===== src/rtl/ps2_pkg.sv =====
// Shared constants, state encoding and byte classification for the PS/2 scan sequencer.
package ps2_pkg;

  localparam logic [7:0] PS2_EXT   = 8'hE0;
  localparam logic [7:0] PS2_BRK   = 8'hF0;
  localparam logic [7:0] PS2_PAUSE = 8'hE1;

  // Bytes that follow the Pause lead-in byte before the sequence completes.
  localparam logic [2:0] PAUSE_TAIL = 3'd7;

  typedef enum logic [1:0] {
    S_IDLE,
    S_ACK,
    S_GAP
  } state_t;

  // Keyboard status and acknowledge bytes that never form part of a key event.
  function automatic logic is_status_byte(input logic [7:0] b);
    case (b)
      8'hAA, 8'hFA, 8'hEE, 8'hFE, 8'hFC, 8'h00, 8'hFF: return 1'b1;
      default:                                         return 1'b0;
    endcase
  endfunction

endpackage


===== src/rtl/ps2_scan_sequencer.sv =====
// Drains the ps2_keyboard FIFO and folds E0/F0/E1 prefixes into single key events.
// Optional build macro PS2_REPEAT_FILTER_EN suppresses typematic repeat makes.
module ps2_scan_sequencer
  import ps2_pkg::*;
#(
  parameter int CNT_W = 8
) (
  input  logic             clk,
  input  logic             clrn,
  input  logic             ready,
  input  logic [7:0]       data,
  input  logic             overflow,
  output logic             nextdata_n,
  output logic             evt_valid,
  input  logic             evt_ready,
  output logic [7:0]       evt_code,
  output logic             evt_ext,
  output logic             evt_brk,
  output logic             held_valid,
  output logic [8:0]       held_code,
  output logic [CNT_W-1:0] press_count,
  output logic             err_ovf
);

  state_t           state_q, state_d;
  logic             nextdata_n_q, nextdata_n_d;
  logic             evt_valid_q, evt_valid_d;
  logic [7:0]       evt_code_q, evt_code_d;
  logic             evt_ext_q, evt_ext_d;
  logic             evt_brk_q, evt_brk_d;
  logic             held_valid_q, held_valid_d;
  logic [8:0]       held_code_q, held_code_d;
  logic [CNT_W-1:0] press_count_q, press_count_d;
  logic             err_ovf_q, err_ovf_d;
  logic             ext_seen_q, ext_seen_d;
  logic             brk_seen_q, brk_seen_d;
  logic [2:0]       pause_cnt_q, pause_cnt_d;

  logic             emit;
  logic             emit_pause;
  logic             emit_ext;
  logic             emit_brk;
  logic [7:0]       emit_code;
  logic             repeat_hit;

  always_ff @(posedge clk or negedge clrn) begin
    if (!clrn) begin
      state_q       <= S_IDLE;
      nextdata_n_q  <= 1'b1;
      evt_valid_q   <= 1'b0;
      evt_code_q    <= 8'h00;
      evt_ext_q     <= 1'b0;
      evt_brk_q     <= 1'b0;
      held_valid_q  <= 1'b0;
      held_code_q   <= 9'h000;
      press_count_q <= '0;
      err_ovf_q     <= 1'b0;
      ext_seen_q    <= 1'b0;
      brk_seen_q    <= 1'b0;
      pause_cnt_q   <= 3'd0;
    end else begin
      state_q       <= state_d;
      nextdata_n_q  <= nextdata_n_d;
      evt_valid_q   <= evt_valid_d;
      evt_code_q    <= evt_code_d;
      evt_ext_q     <= evt_ext_d;
      evt_brk_q     <= evt_brk_d;
      held_valid_q  <= held_valid_d;
      held_code_q   <= held_code_d;
      press_count_q <= press_count_d;
      err_ovf_q     <= err_ovf_d;
      ext_seen_q    <= ext_seen_d;
      brk_seen_q    <= brk_seen_d;
      pause_cnt_q   <= pause_cnt_d;
    end
  end

  always_comb begin
    state_d       = state_q;
    nextdata_n_d  = 1'b1;
    evt_valid_d   = evt_valid_q;
    evt_code_d    = evt_code_q;
    evt_ext_d     = evt_ext_q;
    evt_brk_d     = evt_brk_q;
    held_valid_d  = held_valid_q;
    held_code_d   = held_code_q;
    press_count_d = press_count_q;
    err_ovf_d     = err_ovf_q | overflow;
    ext_seen_d    = ext_seen_q;
    brk_seen_d    = brk_seen_q;
    pause_cnt_d   = pause_cnt_q;
    emit          = 1'b0;
    emit_pause    = 1'b0;
    emit_ext      = 1'b0;
    emit_brk      = 1'b0;
    emit_code     = data;
    repeat_hit    = 1'b0;

    if (evt_valid_q && evt_ready) begin
      evt_valid_d = 1'b0;
    end

    case (state_q)
      S_IDLE: begin
        // Overflow means bytes were lost, so any partial prefix is meaningless.
        if (overflow) begin
          ext_seen_d  = 1'b0;
          brk_seen_d  = 1'b0;
          pause_cnt_d = 3'd0;
        end
        if (ready && (!evt_valid_q || evt_ready)) begin
          state_d      = S_ACK;
          nextdata_n_d = 1'b0;
          if (pause_cnt_d != 3'd0) begin
            pause_cnt_d = pause_cnt_d - 3'd1;
            if (pause_cnt_d == 3'd0) begin
              emit       = 1'b1;
              emit_pause = 1'b1;
              emit_code  = PS2_PAUSE;
            end
          end else if (data == PS2_PAUSE) begin
            pause_cnt_d = PAUSE_TAIL;
            ext_seen_d  = 1'b0;
            brk_seen_d  = 1'b0;
          end else if (data == PS2_EXT) begin
            ext_seen_d = 1'b1;
          end else if (data == PS2_BRK) begin
            brk_seen_d = 1'b1;
          end else if (is_status_byte(data)) begin
            ext_seen_d = 1'b0;
            brk_seen_d = 1'b0;
          end else begin
            emit       = 1'b1;
            emit_ext   = ext_seen_d;
            emit_brk   = brk_seen_d;
            ext_seen_d = 1'b0;
            brk_seen_d = 1'b0;
          end
        end
      end
      S_ACK:   state_d = S_GAP;
      S_GAP:   state_d = S_IDLE;
      default: state_d = S_IDLE;
    endcase

`ifdef PS2_REPEAT_FILTER_EN
    repeat_hit = !emit_pause && !emit_brk && held_valid_q &&
                 (held_code_q == {emit_ext, emit_code});
`endif

    // A newly classified event overrides any event accepted in this same cycle.
    if (emit && !repeat_hit) begin
      evt_valid_d = 1'b1;
      evt_code_d  = emit_code;
      evt_ext_d   = emit_ext;
      evt_brk_d   = emit_brk;
      if (!emit_brk) begin
        press_count_d = press_count_q + CNT_W'(1);
        if (!emit_pause) begin
          held_valid_d = 1'b1;
          held_code_d  = {emit_ext, emit_code};
        end
      end else if (held_valid_q && (held_code_q == {emit_ext, emit_code})) begin
        held_valid_d = 1'b0;
      end
    end
  end

  assign nextdata_n  = nextdata_n_q;
  assign evt_valid   = evt_valid_q;
  assign evt_code    = evt_code_q;
  assign evt_ext     = evt_ext_q;
  assign evt_brk     = evt_brk_q;
  assign held_valid  = held_valid_q;
  assign held_code   = held_code_q;
  assign press_count = press_count_q;
  assign err_ovf     = err_ovf_q;

endmodule


===== config.mk =====
export PLATFORM = sky130hd
export DESIGN_NAME = ps2_scan_sequencer
export DESIGN_NICKNAME = d
export VERILOG_FILES = /design/src/rtl/ps2_pkg.sv /design/src/rtl/ps2_scan_sequencer.sv
export SDC_FILE = /design/constraint.sdc
export NUM_CORES = 1
export LEC_CHECK = 0
export CAP_MARGIN = 30
export CORE_UTILIZATION = 48
export DETAILED_ROUTE_END_ITERATION = 8
export HOLD_SLACK_MARGIN = 0.02
export PLACE_DENSITY_LB_ADDON = 0.3
export SYNTH_ARGS = -nofsm -noshare
export SYNTH_HDL_FRONTEND = slang
export SYNTH_SLANG_ARGS = --single-unit

===== constraint.sdc =====
create_clock -name clk -period 3 [get_ports clk]
set_input_delay 0.45 -clock clk [delete_from_list [all_inputs] [get_ports clk]]
set_output_delay 0.45 -clock clk [all_outputs]
set_load 0.01 [all_outputs]

==> results.cfg <==
[outcome]
status = complete, no violations

[drt]
wl_per_cell_um = 15.5
final_antenna_net_count = 0
drt_first_iter_violations = 104
drt-total-wl_um = 4770
vias = 1719
dr.pass1.iters = 4
viasPerCell = 5.60
drc = 0

[grt]
grt_start_max_net_pins = 39
grt_usage_pct = 23.3
grt_first_pass_wirelength_um = 7810
grt_pass1_vias = 1603
grt_overflow_total = 0
antenna_found_initial = 0

[yosys]
synthArstFlopShare_pct = 100
ys.flop_type = dfrtp_1
netlist_area_um2 = 2080
synth_compound_area_share_pct = 13.4
yosys.area_share.simple_pct = 22.7
synth_top_family_by_area = simple AND/OR/NAND/NOR gates
synth_adder_area_share_pct = 2.40
syn_nets = 218
synth_edf_count = 0
synth_xor_area_share_pct = 5.88
synthDistinctLibCells = 52
ys_warn_count = 0
postSynthAreaPerCell_um2 = 10.4
synthCells = 201
post_synth_mux_area_share_pct = 5.04
seq_area_frac_synth_pct = 45.7
ys_ff_latch = 38

[floorplan]
initial_core_util_pct = 51.0
core_area_um2 = 4090
num_rows = 23
io_pins = 44
die_h_um = 67.9
die_x_um = 67.9
die_area_um2 = 4610

[timing]
rsz0062_at_grt = no
worst_pin_slew_ps = 836
maxSlewViolCount = 0
finalSetupTns_ps = 0
fmax_mhz = 367
fin_crit_sh_pct = 90.7
skew_ps = 7.41
hold_viol_final = 0
period_needed_ps = 2720
slew-limit-headroom_pct = 44.2
setup_viol = 0

[final_layout]
fillers = 338
post-route-util_pct = 67.5
final_area_um2 = 2760
drive_above_1_share_pct = 19.5
diodes = 0
area_growth_pct = 32.2
final_common_cell = clkdlybuf4s50_1
final_nets = 273
layout_common_cells = clkdlybuf4s50_1 (42), dfrtp_1 (37), nand2_1 (21), nand3_1 (19), buf_4 (17)

[worst_setup_path]
crit_type = in2reg
path_cells = clkdlybuf4s50_1 > nand2b_1 > ha_1 > ha_1 > nor2b_1 > and3_1 > a21oi_1 > o32ai_1 > nand4b_1 > o31a_1
crit_family = simple AND/OR/NAND/NOR gates
end_kind = register
arrival_ps = 2920
cp_max_fo = 9
start_kind = input pin
cpMaxStageDelayCell = clkdlybuf4s50_1
crit_buf_inv = 1
timing.critical_path.mode_cell = ha_1
required_ps = 3190
crit_path_max_incr_delay_ps = 480

[cts]
post_cts_resized = 0
cts_buffer_depth = 2
cts_tree = done
cts_buffers = 5
cts_root_buf = clkbuf_8
clkSinkCount = 38
hold_buffers = 0
insertion_delay_ps = 300
h-tree-depth = 2
post-cts-setup-buffer-count = 0
clk_pin_slew_ps = 80

[placed_design]
place_area_um2 = 2610
dp_hpwl_um = 3380
port_buffers = 43
gp_routability_congestion = 0.817

[run]
cap_viol_max_count = 0

[power]
p_per_area_nw_per_um2 = 889
p_leak_nw = 1.18
irDropWorstVdd_mv = 0.496

[worst_hold_path]
hold_path.class = in2async
-- final cells by class --
class,count,area (um2),area share [%]
sequential,38,952,34.5
multi-input combinational,147,1030,37.4
inverter,4,15.0,0.545
clock inverter,2,60.1,2.18
clock buffer,6,82.6,3.00
timing repair buffer,60,553,20.1
tap,50,62.6,2.27
-- cell usage after synthesis (2+ instances only) --
| cell type | number | area [um2] |
|---|---|---|
| a21oi_1 | 12 | 60.1 |
| a22o_1 | 2 | 17.5 |
| a31o_2 | 2 | 17.5 |
| a31oi_1 | 3 | 18.8 |
| and3_1 | 2 | 12.5 |
| buf_2 | 5 | 25.0 |
| buf_4 | 3 | 22.5 |
| clkbuf_1 | 2 | 7.51 |
| dfrtp_1 | 37 | 926 |
| ha_1 | 4 | 50.1 |
| inv_1 | 4 | 15.0 |
| mux2_2 | 8 | 90.1 |
| nand2_1 | 21 | 78.8 |
| nand2b_1 | 5 | 31.3 |
| nand3_1 | 19 | 95.1 |
| nand4_1 | 3 | 18.8 |
| nor2_1 | 5 | 18.8 |
| nor2b_1 | 2 | 12.5 |
| nor3_1 | 4 | 20.0 |
| nor3b_1 | 2 | 15.0 |
| nor4_1 | 2 | 12.5 |
| nor4bb_1 | 2 | 20.0 |
| o21ai_0 | 7 | 35.0 |
| o32ai_1 | 2 | 17.5 |
| or2_2 | 3 | 18.8 |
| or3_4 | 2 | 22.5 |
| xnor2_1 | 5 | 43.8 |
| xor2_1 | 9 | 78.8 |
-- registers in the layout, indices dropped and copies added (netlist names) --
| signal | count |
|---|---|
| nextdata_n | 1 |
| held_valid | 1 |
| evt_ext | 1 |
| ext_seen_q | 1 |
| held_code | 9 |
| evt_code | 8 |
| state_q | 2 |
| err_ovf | 1 |
| evt_brk | 1 |
| press_count | 8 |
| evt_valid | 1 |
| pause_cnt_q | 3 |
| brk_seen_q | 1 |
-- per-stage QoR --
stage,setup slack [ps],power [W],hold slack (ps),instances
2_1_floorplan,494,0.00143,154,201
3_3_place_gp,94.9,0.00188,449,299
3_5_place_dp,18.7,0.00191,458,299
4_1_cts,297,0.00247,280,307
5_1_grt,41.6,0.00262,317,307
6_report,278,0.00245,246,307
-- worst paths after layout --
check	startpoint	end	slack (ps)	depth (start not counted)
worst max-delay path	overflow	held_valid	280	10
worst min-delay path	clrn	held_valid	250	1
worst max register to register	pause_cnt_q[1]	held_valid	680	9
worst min register to register	err_ovf	err_ovf	470	1
max in group asynchronous	clrn	evt_code[2]	2230	1
min in group clk	err_ovf	err_ovf	470	1
-- cell families (layout without fill, tap and decap cells) --
group | after synthesis | count (layout)
flops | 38 | 38
xor+xnor | 14 | 14
compound gates | 38 | 38
simple gates | 82 | 82
mux | 9 | 9
fa+ha+maj | 4 | 4
buf+inv | 16 | 72
-- per-layer routing --
layer  track usage [%]  routed length, um
met1              32.7               2270
met2              34.4               2170
met3              5.83                269
met4              9.11                 64
met5                 0                  0
-- where the power goes --
part | switching (W) | total [W] | internal, W
combinational | 0.000451 | 0.00102 | 0.000572
clock | 0.000192 | 0.000547 | 0.000355
sequential | 0.000182 | 0.000880 | 0.000698
Power figures use the tool's default switching activity.
